File: src/rtl/nand_tester.sv
// Stimulus/response tester for a 2-input combinational gate: walks all four
// input vectors, samples the gate output after a settle time, and reports mismatches.

module nand_tester #(
   parameter int unsigned SETTLE = 2,
   parameter logic [3:0]  EXPECT = 4'b0111
) (
   input  logic       clk,
   input  logic       rst_n,
   input  logic       start,
   input  logic       dut_x,
   output logic       dut_a,
   output logic       dut_b,
   output logic [1:0] vec_idx,
   output logic       busy,
   output logic       done,
   output logic       pass,
   output logic [3:0] err_mask
);

   localparam int unsigned CNT_W    = 8;
   localparam int unsigned VEC_W    = 2;
   localparam int unsigned NUM_VEC  = 4;
   localparam logic [CNT_W-1:0] CNT_LAST = CNT_W'(SETTLE - 1);
   localparam logic [VEC_W-1:0] VEC_LAST = VEC_W'(NUM_VEC - 1);

   typedef enum logic [1:0] {
      ST_IDLE,
      ST_SETTLE,
      ST_SAMPLE,
      ST_DONE
   } state_t;

   state_t              state_q;
   logic [CNT_W-1:0]    cnt_q;
   logic [VEC_W-1:0]    vec_q;
   logic [NUM_VEC-1:0]  err_q;
   logic                busy_q;
   logic                done_q;
   logic                pass_q;

   logic                mismatch_c;
   logic [NUM_VEC-1:0]  err_d;

   // Compare the gate output against the expected truth-table entry
   always_comb begin
      mismatch_c     = (dut_x != EXPECT[vec_q]);
      err_d          = err_q;
      err_d[vec_q]   = mismatch_c;
   end

   always_ff @(posedge clk or negedge rst_n) begin
      if (!rst_n) begin
         state_q <= ST_IDLE;
         cnt_q   <= '0;
         vec_q   <= '0;
         err_q   <= '0;
         busy_q  <= 1'b0;
         done_q  <= 1'b0;
         pass_q  <= 1'b0;
      end else begin
         case (state_q)
            ST_IDLE, ST_DONE: begin
               if (start) begin
                  state_q <= ST_SETTLE;
                  cnt_q   <= '0;
                  vec_q   <= '0;
                  err_q   <= '0;
                  busy_q  <= 1'b1;
                  done_q  <= 1'b0;
                  pass_q  <= 1'b0;
               end
            end

            ST_SETTLE: begin
               cnt_q <= cnt_q + CNT_W'(1);
               if (cnt_q == CNT_LAST) begin
                  state_q <= ST_SAMPLE;
               end
            end

            ST_SAMPLE: begin
               err_q <= err_d;
               if (vec_q != VEC_LAST) begin
                  vec_q   <= vec_q + VEC_W'(1);
                  cnt_q   <= '0;
                  state_q <= ST_SETTLE;
               end else begin
                  // Final verdict includes this cycle's compare
                  busy_q  <= 1'b0;
                  done_q  <= 1'b1;
                  pass_q  <= (err_d == '0);
                  state_q <= ST_DONE;
               end
            end

            default: begin
               state_q <= ST_IDLE;
            end
         endcase
      end
   end

   assign dut_a    = vec_q[1];
   assign dut_b    = vec_q[0];
   assign vec_idx  = vec_q;
   assign busy     = busy_q;
   assign done     = done_q;
   assign pass     = pass_q;
   assign err_mask = err_q;

endmodule

File: config.mk
export PLATFORM = sky130hd
export DESIGN_NAME = nand_tester
export DESIGN_NICKNAME = d
export VERILOG_FILES = /design/src/rtl/nand_tester.sv
export SDC_FILE = /design/constraint.sdc
export NUM_CORES = 1
export LEC_CHECK = 0
export ABC_AREA = 1
export CAP_MARGIN = 30
export CORE_UTILIZATION = 40
export CTS_CLUSTER_SIZE = 12
export DETAILED_ROUTE_END_ITERATION = 8
export GPL_TIMING_DRIVEN = 0
export PLACE_DENSITY_LB_ADDON = 0.15
export SYNTH_ARGS = -nofsm -noshare
export SYNTH_HDL_FRONTEND = slang
export SYNTH_SLANG_ARGS = --single-unit
File: constraint.sdc
create_clock -name clk -period 2 [get_ports clk]
set_input_delay 0.2 -clock clk [delete_from_list [all_inputs] [get_ports clk]]
set_output_delay 0.2 -clock clk [all_outputs]
set_load 0.05 [all_outputs]
==> results.yml <==
run_status:
  status: "complete, but fails checks"
  failed_checks: "DRC"
floorplanning:
  boundaryPins: 15
  fp.dieArea_um2: 3260
  start_util_pct: 43.2
  coreArea_um2: 2810
  fp.dieH_um: 57.1
  die_w_um: 57.1
  rows: 19
grt:
  overflow: 0
  grt_pass1_wl_mm: 4.09
  grt_max_degree: 20
  antenna_found_initial: 0
  grt_pass1_vias: 929
  grtUsageTotal_pct: 16.3
clock_tree:
  clk_latency_ns: 0.30
  numCtsBuffers: 3
  ctsResizeCount: 0
  htreeDepth: 1
  cts.path.max_buffers: 2
  holdBufCountCts: 0
  cts_tree: "done"
  cts_setup_buffers: 0
  clkSinkCount: 19
  clk_pin_slew_ns: 0.12
  cts-root-buf: "clkbuf_4"
drt:
  drcViolationCount: 4
  vias: 1004
  viasPerCell: 4.85
  wl_per_cell_um: 11.3
  postRouteAntennaNets: 0
  wl_mm: 2.34
  drtIter0Drc: 27
  drt_pass1_iterations: 6
timing:
  max_slew.worst_pin.slew_ns: 0.865
  setup_viol: 0
  slew-limit-headroom_pct: 42.1
  fin_skew_ns: 0.00439
  fin_crit_ns: 1.88
  final.setup.tns_ns: 0
  finalCritPeriodShare_pct: 93.8
  max_freq_mhz: 533
  hold_viol_final: 0
  rsz0062_at_grt: "false"
  drv_slew: 0
synth:
  synth_mux_area_share_pct: 0
  synth_cells: 158
  synth_area_per_cell_um2: 7.67
  syn_area_um2: 1210
  synth_top_family_by_area: "simple AND/OR/NAND/NOR gates"
  ys_warn_count: 0
  seq_area_frac_synth_pct: 39.2
  ys_ff_latch: 19
  synth_compound_area_share_pct: 7.74
  synth_cell_types: 20
  synth-xor-area-share_pct: 0
  synth-simple-area-share_pct: 32.9
  synth-adder-area-share_pct: 10.3
  synth_fp_nets: 172
placement:
  portBuffers: 14
  place.gp.congestion: 0.836
  hpwl_mm: 1.79
worst_hold_path:
  min_path_type: "primary input to async pin"
power:
  power_density_nw_per_um2: 1220
  vdd_ir_drop_max_v: 0.000485
  leakage_nw: 0.751
  power_mw: 1.73
setup_path:
  path_class: "flop to primary output"
  crit_path_max_fanout: 6
  reg2reg_slack_ns: 0.45
  critPathCaptureType: "primary output"
  critPathLaunchType: "flop"
  cp.arrival_ns: 1.68
  cp.required_ns: 1.80
final_layout:
  n_fill_cell: 297
  final_cell_mix: "nand2_1, inv_1, dfrtp_1"
  final_common_cell: "nand2_1"
  layout-drive-gt1-share_pct: 8.52
  n_antenna_cell: 0
  syn2layout_area_growth_pct: 17.0
  nNetsFinal: 191
flow_run:
  maxCapViolations: 0
through the flow:
step	area, um2	setup WS (ns)	utilization, %	cells	hold WS [ns]
floorplan	1210	0.436	-	158	-0.0956
global placement	1390	0.470	49.6	203	0.486
detailed placement	1390	0.451	49.6	203	0.498
CTS	1420	0.106	50.6	207	0.417
global route	1420	0.0368	50.6	207	0.459
finish	1420	0.125	50.6	207	0.375
state kept, by name, indices dropped and copies added (netlist names):
register and count:
cnt_q 8, state_q 2, vec_idx 2, busy 1, err_mask 4, pass 1, done 1
cell usage after synthesis:
cell type | number | share of area, %
a21oi_1 | 2 | 0.83
a21oi_2 | 1 | 0.72
buf_4 | 2 | 1.2
buf_6 | 1 | 0.93
dfrtp_1 | 19 | 39
ha_1 | 10 | 10
inv_1 | 23 | 7.1
inv_4 | 1 | 0.52
nand2_1 | 46 | 14
nand2_4 | 3 | 2.8
nand2_8 | 1 | 1.7
nand3_1 | 18 | 7.4
nand3b_1 | 1 | 0.62
nand4_1 | 3 | 1.5
nor2_1 | 12 | 3.7
nor2_4 | 1 | 0.93
o21ai_0 | 7 | 2.9
o21ai_1 | 5 | 2.1
o21ai_2 | 1 | 0.72
o22ai_1 | 1 | 0.52
worst paths after layout:
check | startpoint | endpoint | cells after the start
max in group asynchronous | rst_n | state_q[0]$_DFFE_PN0P_ | 1
worst max-delay path | vec_idx[1]$_DFFE_PN0P_ | vec_idx[1] | 2
min in group clk | state_q[1]$_DFFE_PN0P_ | state_q[1]$_DFFE_PN0P_ | 2
worst max register to register | state_q[0]$_DFFE_PN0P_ | cnt_q[2]$_DFFE_PN0P_ | 8
worst min register to register | state_q[1]$_DFFE_PN0P_ | state_q[1]$_DFFE_PN0P_ | 2
worst min-delay path | rst_n | cnt_q[4]$_DFFE_PN0P_ | 1
kinds of logic (layout without fill, tap and decap cells):
kind of cell    Yosys count  count (layout)
simple gates             85              85
buf+inv                  27              45
flops                    19              19
compound gates           17              17
fa+ha+maj                10              10
worst max-delay path, stage by stage, from the launching register on:
cell and delay (ns):
dfrtp_1 0.45, buf_4 0.14, clkdlybuf4s50_1 0.78
area by class of cell:
cell class	instances	area, um2	area share, %
multi-input cells	112	618	43.6
flip-flops and latches	19	475	33.5
repair buffers	14	140	9.88
inverters	24	92.6	6.53
well taps	31	38.8	2.73
plain buffers	3	26.3	1.85
clock buffers	3	22.5	1.59
clock inverters	1	5.00	0.353
routing by layer:
layer	global-route usage (%)	wire length [um]
met1	22.6	1260
met2	25.2	977
met3	2.72	55
met4	7.32	44
met5	0	0
power breakdown:
part	switching, mW	internal, mW
sequential	0.0797	0.468
clock	0.130	0.0746
combinational	0.650	0.324
total	0.860	0.867
No activity file was read; power rests on OpenSTA's default activity.
